[src/rtl/fifo_arb_pkg.sv]
// Shared types and helpers for the FIFO write-port arbiter.
//   arb_state_t : arbiter FSM states (IDLE, GRANT)
//   STATS_WIDTH : width of each per-requester word counter
//   idx_width() : bits needed to index N requesters (minimum 1)
package fifo_arb_pkg;

  typedef enum logic {
    IDLE  = 1'b0,
    GRANT = 1'b1
  } arb_state_t;

  localparam int STATS_WIDTH = 16;

  function automatic int idx_width(input int n);
    return (n <= 2) ? 1 : $clog2(n);
  endfunction

endpackage

[src/rtl/fifo_wr_arbiter_rr_picker.sv]
// Combinational round-robin search over a request vector.
// Kept generic so a read-side scheduler can reuse it.
// Ports:
//   req        in  NUM_REQ  request vector
//   last_owner in  IDX_W    index granted most recently
//   next_idx   out IDX_W    first set request strictly after last_owner (wrapping)
//   found      out 1        at least one request is set
module rr_picker #(
  parameter int NUM_REQ = 4,
  parameter int IDX_W   = 2
) (
  input  logic [NUM_REQ-1:0] req,
  input  logic [IDX_W-1:0]   last_owner,
  output logic [IDX_W-1:0]   next_idx,
  output logic               found
);

  // Each candidate j gets a rotated distance from last_owner+1; the set
  // request with the smallest distance wins. last_owner itself ends up at
  // distance NUM_REQ-1, so it is only picked when it is the sole requester.
  always_comb begin
    int d;
    int best;
    next_idx = '0;
    found    = 1'b0;
    best     = NUM_REQ;
    for (int j = 0; j < NUM_REQ; j++) begin
      d = j - int'(last_owner) - 1;
      if (d < 0) d = d + NUM_REQ;
      if (req[j] && (d < best)) begin
        best     = d;
        next_idx = IDX_W'(j);
        found    = 1'b1;
      end
    end
  end

endmodule

[src/rtl/fifo_wr_arbiter.sv]
// Round-robin arbiter sharing one async-FIFO write port among NUM_REQ
// requesters, write-clock domain only. A grant lasts up to MAX_BURST words;
// every handover passes through IDLE, so bursts are separated by one cycle.
// Optional build macro FIFO_ARB_STATS_EN adds per-requester saturating
// 16-bit accepted-word counters on port word_count.
// Ports:
//   clk        in  1                   write-domain clock
//   rst        in  1                   asynchronous active-high reset
//   req        in  NUM_REQ             per-requester word pending
//   req_data   in  NUM_REQ*DATA_WIDTH  flattened words, slice i = requester i
//   full       in  1                   FIFO full (write-domain synchronised)
//   ack        out NUM_REQ             one-hot, word accepted this cycle
//   wr_en      out 1                   FIFO write enable
//   data_in    out DATA_WIDTH          FIFO write data (owner's slice)
//   grant_id   out clog2(NUM_REQ)      current owner index
//   busy       out 1                   high while in GRANT
//   word_count out NUM_REQ*16          (FIFO_ARB_STATS_EN only) accepted words
module fifo_wr_arbiter
  import fifo_arb_pkg::*;
#(
  parameter int NUM_REQ    = 4,
  parameter int DATA_WIDTH = 8,
  parameter int MAX_BURST  = 4
) (
  input  logic                          clk,
  input  logic                          rst,
  input  logic [NUM_REQ-1:0]            req,
  input  logic [NUM_REQ*DATA_WIDTH-1:0] req_data,
  input  logic                          full,
  output logic [NUM_REQ-1:0]            ack,
  output logic                          wr_en,
  output logic [DATA_WIDTH-1:0]         data_in,
  output logic [idx_width(NUM_REQ)-1:0] grant_id,
  output logic                          busy
`ifdef FIFO_ARB_STATS_EN
  ,
  output logic [NUM_REQ*STATS_WIDTH-1:0] word_count
`endif
);

  localparam int IDX_W = idx_width(NUM_REQ);
  localparam int CNT_W = $clog2(MAX_BURST) + 1;

  arb_state_t       state, state_n;
  logic [IDX_W-1:0] grant_n;
  logic [IDX_W-1:0] last_owner, last_n;
  logic [CNT_W-1:0] burst_cnt, cnt_n;
  logic [IDX_W-1:0] pick_idx;
  logic             pick_found;
  logic             owner_req;
  logic             burst_last;

  rr_picker #(
    .NUM_REQ (NUM_REQ),
    .IDX_W   (IDX_W)
  ) u_picker (
    .req        (req),
    .last_owner (last_owner),
    .next_idx   (pick_idx),
    .found      (pick_found)
  );

  // Owner request bit and data slice, selected by grant_id.
  always_comb begin
    owner_req = 1'b0;
    data_in   = '0;
    for (int j = 0; j < NUM_REQ; j++) begin
      if (grant_id == IDX_W'(j)) begin
        owner_req = req[j];
        data_in   = req_data[j*DATA_WIDTH +: DATA_WIDTH];
      end
    end
  end

  // full is used combinationally so a write can never be issued into a full FIFO.
  always_comb begin
    busy  = (state == GRANT);
    wr_en = busy && owner_req && !full;
    ack   = '0;
    for (int j = 0; j < NUM_REQ; j++) begin
      ack[j] = wr_en && (grant_id == IDX_W'(j));
    end
  end

  assign burst_last = (burst_cnt == CNT_W'(MAX_BURST - 1));

  always_comb begin
    state_n = state;
    grant_n = grant_id;
    last_n  = last_owner;
    cnt_n   = burst_cnt;
    unique case (state)
      IDLE: begin
        if (pick_found) begin
          state_n = GRANT;
          grant_n = pick_idx;
          last_n  = pick_idx;
          cnt_n   = '0;
        end
      end
      GRANT: begin
        // A dropped request forfeits the grant; a stall on full just waits.
        if (!owner_req) begin
          state_n = IDLE;
        end else if (wr_en) begin
          cnt_n = burst_cnt + 1'b1;
          if (burst_last) state_n = IDLE;
        end
      end
    endcase
  end

  // last_owner resets to the top index so requester 0 wins first.
  always_ff @(posedge clk or posedge rst) begin
    if (rst) begin
      state      <= IDLE;
      grant_id   <= '0;
      last_owner <= IDX_W'(NUM_REQ - 1);
      burst_cnt  <= '0;
    end else begin
      state      <= state_n;
      grant_id   <= grant_n;
      last_owner <= last_n;
      burst_cnt  <= cnt_n;
    end
  end

`ifdef FIFO_ARB_STATS_EN
  function automatic logic [STATS_WIDTH-1:0] sat_inc(input logic [STATS_WIDTH-1:0] v);
    return (v == {STATS_WIDTH{1'b1}}) ? v : v + 1'b1;
  endfunction

  for (genvar g = 0; g < NUM_REQ; g++) begin : g_stats
    logic [STATS_WIDTH-1:0] cnt;
    always_ff @(posedge clk or posedge rst) begin
      if (rst) begin
        cnt <= '0;
      end else if (ack[g]) begin
        cnt <= sat_inc(cnt);
      end
    end
    assign word_count[g*STATS_WIDTH +: STATS_WIDTH] = cnt;
  end
`endif

endmodule
[config.mk]
export PLATFORM = sky130hd
export DESIGN_NAME = fifo_wr_arbiter
export DESIGN_NICKNAME = d
export VERILOG_FILES = /design/src/rtl/fifo_arb_pkg.sv /design/src/rtl/fifo_wr_arbiter_rr_picker.sv /design/src/rtl/fifo_wr_arbiter.sv
export SDC_FILE = /design/constraint.sdc
export NUM_CORES = 1
export LEC_CHECK = 0
export ABC_AREA = 1
export BUFFER_PORTS_ARGS = -buffer_cell sky130_fd_sc_hd__buf_4
export CAP_MARGIN = 20
export CORE_ASPECT_RATIO = 0.6
export CORE_MARGIN = 2
export CORE_UTILIZATION = 60
export CTS_BUF_LIST = sky130_fd_sc_hd__clkbuf_8
export DETAILED_ROUTE_END_ITERATION = 6
export GPL_ROUTABILITY_DRIVEN = 0
export PLACE_DENSITY = 0.89
export REMOVE_ABC_BUFFERS = 1
export SLEW_MARGIN = 5
export SYNTH_ARGS = -nofsm -noshare
export SYNTH_HDL_FRONTEND = slang
export SYNTH_SLANG_ARGS = --single-unit
[constraint.sdc]
create_clock -name clk -period 9.98 [get_ports clk]
set_input_delay 1.497 -clock clk [delete_from_list [all_inputs] [get_ports clk]]
set_output_delay 1.497 -clock clk [all_outputs]
set_load 0.02 [all_outputs]
==> flow_summary.toml, run 1 <==
[worst_setup_path]
start_kind = "input pin"
r2r_end = "burst_cnt[0]$_DFFE_PP0P_"
slowest_stage = "nor2_1"
ff2ff_path_depth = 40
crit_required_ps = 10100
crit_path_frequent_cell = "nand2_1"
worstReg2RegStart = "last_owner[0]$_DFFE_PP1P_"
crit_path_end_kind = "register"
cp.arrival_ps = 6840
critical_path_class = "in2reg"
crit_fanout = 20
slowest_delay_ps = 640
r2r_slack_ps = 3470

[detailed_routing]
routedWlPerCell_um = 13.88
drcViolationCount = 0
drt-initial-drc-count = 198
ant_nets = 0
wl_mm = 8.214
first_pass_iters = 5
vias_per_cell = 5.537
vias = 3278

[layout]
drive_above_1_share_pct = 15.59
syn2layout_area_growth_pct = 20.67
layout_common_cells = "ha_1, nand2_1, buf_4"
final_area_mm2 = 0.003719
num_antenna_cells = 0
nets = 670
nFillCells = 408
layout_commonest_cell = "ha_1"

[floorplanning]
dieArea_mm2 = 0.005744
die_w_um = 96.52
die_h_um = 59.52
start_util_pct = 61.58
core_mm2 = 0.005005
ios = 55
rows = 20

[placed_design]
dpl.hpwl_mm = 7.020
port_buffers = 54
dpl-instance-area_mm2 = 0.003677

[sta]
slew_headroom_pct = 49.12
fin_crit_sh_pct = 67.32
slew_violations = 0
period_needed_ps = 6719
setup_tns_ps = 0
fmax_mhz = 148.8
finalSetupViolations = 0
worstMarginPinSlew_ps = 760.4
finClkSkew_ps = 0.7184
finalHoldViolCount = 0
rsz0062_at_grt = "false"

[cts]
insertion_delay_ps = 230
cts_buffers = 3
cts_num_sinks = 8
clk_pin_slew_ps = 40
clockBufferDepth = 2
cts_hold_buf = 0
clock-root-buffer = "clkbuf_8"
htree_levels = 1
cts_tree = "done"
cts_setup_buffers = 0
cts_resized = 0

[hold_path]
holdCritPathClass = "reg2reg"
holdPathEnd = "burst_cnt[1]$_DFFE_PP0P_"
hold_path_depth = 2
min-delay-start = "burst_cnt[1]$_DFFE_PP0P_"

[synthesis]
postSynthCellCount = 438
synth.yosys.seq_area_share_pct = 6.577
yosysUniqueCellTypes = 39
ys_seq_elements = 8
syn-mean-instance-area_um2 = 7.036
syn_area_mm2 = 0.003082
ys_warn_count = 0

[power_and_ir_drop]
p_leak_nw = 2.092
powerDensity_mw_per_mm2 = 365.7
peakVddDrop_mv = 0.2713
power_mw = 1.360

[grt]
grt_pass1_wl_mm = 13.26
grt_antenna_before_repair = 0
grt-ovfl-total = 0
groute.usage.overall_pct = 29.31
grt_start_max_net_pins = 21
grt_pass1_vias = 2940

[flow_run]
maxCapViolCount = 0

[run_status]
outcome = "complete, no violations"
[layer usage]
metal,vias to the layer above,global-route usage [%],share of wire (%)
li1,1626,-,-
met5,-,0,0
met3,14,4.962,7.6
met1,1502,42.19,47
met2,136,46.73,45
met4,0,5.231,1.3
[cell usage after synthesis, drive strengths merged]
master    n  area, um2
nor4      6      37.54
nand4    16      106.4
nand3    15      105.1
a221oi    5      43.79
o21ai    13      65.06
fa        2      40.04
clkinv    4      16.26
a21oi    26      130.1
inv      51      191.4
dfrtp     6      150.1
nor2     40      162.7
a211oi    7      52.55
conb      2      7.510
buf       3      20.01
clkbuf    4      15.01
nor3      6      30.03
xnor2     1      8.760
or2       1      6.260
o221ai    2      17.52
a31oi     9      56.30
o221a     1      11.26
o211a     1      10.01
or3       1      6.260
ha      101       1264
nand2   110      452.9
o211ai    1      7.510
nand3b    2      15.01
dfstp     2      52.55
[registers in the layout, summed over array words and instances, names as in the netlist]
| register | flops |
|---|---|
| busy | 1 |
| burst_cnt | 3 |
| last_owner | 2 |
| grant_id | 2 |
[where the power goes]
| part | leakage (nW) | internal, mW | total, mW | switching (mW) |
|---|---|---|---|---|
| registers | 0.0959 | 0.0510 | 0.0769 | 0.0260 |
| logic | 1.97 | 0.472 | 1.24 | 0.771 |
| clock network | 0.0216 | 0.0262 | 0.0396 | 0.0134 |
| total | 2.09 | 0.549 | 1.36 | 0.811 |
[how the worst max path moves through the flow]
stage                     startpoint                        to  slack, ps  cells after the start
final                         req[0]  burst_cnt[0]$_DFFE_PP0P_       3260                     39
after global routing          req[0]  burst_cnt[0]$_DFFE_PP0P_       2780                     39
after CTS                     req[0]  burst_cnt[0]$_DFFE_PP0P_       3380                     39
after detailed placement      req[0]  burst_cnt[0]$_DFFE_PP0P_       3160                     39
after global placement        req[0]  burst_cnt[0]$_DFFE_PP0P_       3540                     39
after floorplan               req[0]  burst_cnt[0]$_DFFE_PP0P_       3960                     38
[kinds of logic (layout without fill, tap and decap cells)]
kind of cell	Yosys count	in the layout	synth area share (%)
buffers and inverters	62	112	7.876
adders and majority gates	103	103	42.31
DFF	8	8	6.577
AOI/OAI and AO/OA	65	65	12.79
and+or+nand+nor	197	197	29.92
xor gates and xnor gates	1	1	0.2843
other	2	40	0.2437
[layout make-up]
cell class,instances,area [um2],share of cell area [%]
clock buffers,3,41.29,1.110
repair buffers,54,405.4,10.90
well taps,66,82.58,2.221
multi-input cells,406,2779,74.73
flip-flops and latches,8,202.7,5.451
inverters,55,207.7,5.585
[metrics by stage]
| step | setup WS [ps] | instances | hold slack [ps] | utilization [%] |
|---|---|---|---|---|
| 2_1_floorplan | 3965 | 469 | 468.7 | - |
| 5_1_grt | 2776 | 592 | 519.6 | 74.30 |
| 3_5_place_dp | 3163 | 589 | 493.2 | 73.48 |
| 3_3_place_gp | 3541 | 589 | 486.0 | 73.48 |
| 6_report | 3261 | 592 | 507.6 | 74.30 |
| 4_1_cts | 3376 | 592 | 509.4 | 74.30 |
[critical path: cells and delay by family]
family                     cells  cell delay (ps)
adders and majority gates      3             1050
AOI/OAI and AO/OA              3              310
and+or+nand+nor               30             3380
buffers and inverters          3              610
Note: power is estimated with default switching activity, not from simulation.
==> run 2: changes to the inputs <==
--- a/config.mk
+++ b/config.mk
@@ -10,11 +10,11 @@
 export CAP_MARGIN = 20
 export CORE_ASPECT_RATIO = 0.6
 export CORE_MARGIN = 2
-export CORE_UTILIZATION = 60
+export CORE_UTILIZATION = 59
 export CTS_BUF_LIST = sky130_fd_sc_hd__clkbuf_8
 export DETAILED_ROUTE_END_ITERATION = 6
 export GPL_ROUTABILITY_DRIVEN = 0
-export PLACE_DENSITY = 0.89
+export PLACE_DENSITY = 0.88
 export REMOVE_ABC_BUFFERS = 1
 export SLEW_MARGIN = 5
 export SYNTH_ARGS = -nofsm -noshare
==> constraint.sdc (replaced) <==
create_clock -name clk -period 6.69 [get_ports clk]
set_input_delay 1.0035 -clock clk [delete_from_list [all_inputs] [get_ports clk]]
set_output_delay 1.0035 -clock clk [all_outputs]
set_load 0.02 [all_outputs]
==> run 2 against run 1 <==
  * Cell area increased by 0.91%
  * Global-route usage decreased by 1.0 points
  * Utilization decreased by 0.067 points
  * Worst hold slack improved by 8.5 ps
  * Final cell count increased by 0.51%
  * Count of clock-buffer cells in the layout unchanged
==> flow_summary.toml, run 2 (synthesis results as in run 1) <==
[run_status]
outcome = "complete, no violations"

[worst_setup_path]
slowest_stage = "dfstp_2"
worstReg2RegStart = "last_owner[0]$_DFFE_PP1P_"
start_kind = "register"
crit_path_end_kind = "register"
r2r_end = "grant_id[0]$_DFFE_PP0P_"
ff2ff_path_depth = 40
crit_fanout = 17
r2r_slack_ps = 550
crit_path_frequent_cell = "nand2_1"
crit_required_ps = 6800
slowest_delay_ps = 640
cp.arrival_ps = 6250
critical_path_class = "reg2reg"

[detailed_routing]
routedWlPerCell_um = 13.70
vias_per_cell = 5.410
ant_nets = 0
drcViolationCount = 0
drt-initial-drc-count = 229
vias = 3219
wl_mm = 8.152
first_pass_iters = 5

[layout]
syn2layout_area_growth_pct = 21.76
nets = 673
layout_commonest_cell = "ha_1"
final_core_util_pct = 74.23
reg_top3 = "burst_cnt: 3 flops, grant_id: 2 flops, last_owner: 2 flops"
drive_above_1_share_pct = 16.45
layout_common_cells = "ha_1, nand2_1, buf_4"
num_antenna_cells = 0
top_register = "burst_cnt"
final_area_mm2 = 0.003752
largest_reg_flops = 3

[cts]
insertion_delay_ps = 230
clockBufferDepth = 2
cts_num_sinks = 8
htree_levels = 1
cts_tree = "done"
cts_buffers = 3
clock-root-buffer = "clkbuf_8"
clk_pin_slew_ps = 40

[flow_run]
maxCapViolCount = 0

[grt]
groute.usage.overall_pct = 28.28
grt_pass1_vias = 2867
grt_antenna_before_repair = 0
grt_pass1_wl_mm = 13.37
grt-ovfl-total = 0
grt_start_max_net_pins = 21

[placed_design]
dpl-instance-area_mm2 = 0.003677
dpl.hpwl_mm = 6.825
port_buffers = 54

[hold_path]
hold_path_depth = 2
holdPathEnd = "burst_cnt[2]$_DFFE_PP0P_"
holdCritPathClass = "reg2reg"
min-delay-start = "burst_cnt[2]$_DFFE_PP0P_"

[floorplanning]
dieArea_mm2 = 0.005836
die_w_um = 97.30
rows = 20
die_h_um = 59.98
start_util_pct = 60.97
ios = 55
core_mm2 = 0.005055

[sta]
period_needed_ps = 6140
finalHoldViolCount = 0
setup_tns_ps = 0
finClkSkew_ps = 3.681
finalSetupViolations = 0
slew_headroom_pct = 54.94
fmax_mhz = 162.9
rsz0062_at_grt = "false"
slew_violations = 0
worstMarginPinSlew_ps = 673.3
fin_crit_sh_pct = 91.78
holdWs_ps = 516.2
## run 2: timing repair
item	4_1_cts	5_1_grt
setup endpoints to repair	0	8
hold buffers	0	0
hold endpoints to repair	0	0
setup buffers	0	3
gates resized for setup	0	3
## run 2: through the flow
step	cells	worst slack, ps
floorplan	469	1118
global placement	589	585.0
CTS	592	141.7
global route	595	32.71
finish	595	550.2
detailed placement	589	182.3
## run 2: critical path, delay by kind of cell (launching register included)
kind,cells,cell delay (ps)
AND/OR/NAND/NOR,26,2900
adder cells (fa/ha/maj),5,1480
flip-flops,1,640
AO/OA/AOI/OAI,6,750
buffers and inverters,3,230
## run 2: worst max-delay path by stage
| stage | from | to | cells past startpoint |
|---|---|---|---|
| global placement | req[0] | burst_cnt[0]$_DFFE_PP0P_ | 39 |
| floorplan | last_owner[0]$_DFFE_PP1P_ | burst_cnt[0]$_DFFE_PP0P_ | 38 |
| detailed placement | req[0] | burst_cnt[0]$_DFFE_PP0P_ | 39 |
| finish | last_owner[0]$_DFFE_PP1P_ | grant_id[0]$_DFFE_PP0P_ | 40 |
| global route | last_owner[0]$_DFFE_PP1P_ | burst_cnt[1]$_DFFE_PP0P_ | 39 |
| CTS | last_owner[0]$_DFFE_PP1P_ | grant_id[0]$_DFFE_PP0P_ | 37 |
## run 2: area by class of cell
type | count | area [um2]
Tap cell | 66 | 82.58
Inverter | 55 | 211.5
Multi-Input combinational cell | 406 | 2786
Sequential cell | 8 | 202.7
Timing Repair Buffer | 57 | 427.9
Fill cell | 421 | 1303
Clock buffer | 3 | 41.29
## run 2: routing by layer
layer,routed length (um),global-route usage [%]
met3,545,3.743
met5,0,0
met1,3937,41.83
met4,31,3.175
met2,3638,45.83
Power of run 2 is left out: the tool's default activity adds up to more than one toggle a clock period on the data nets, which glitch-free logic cannot reach.
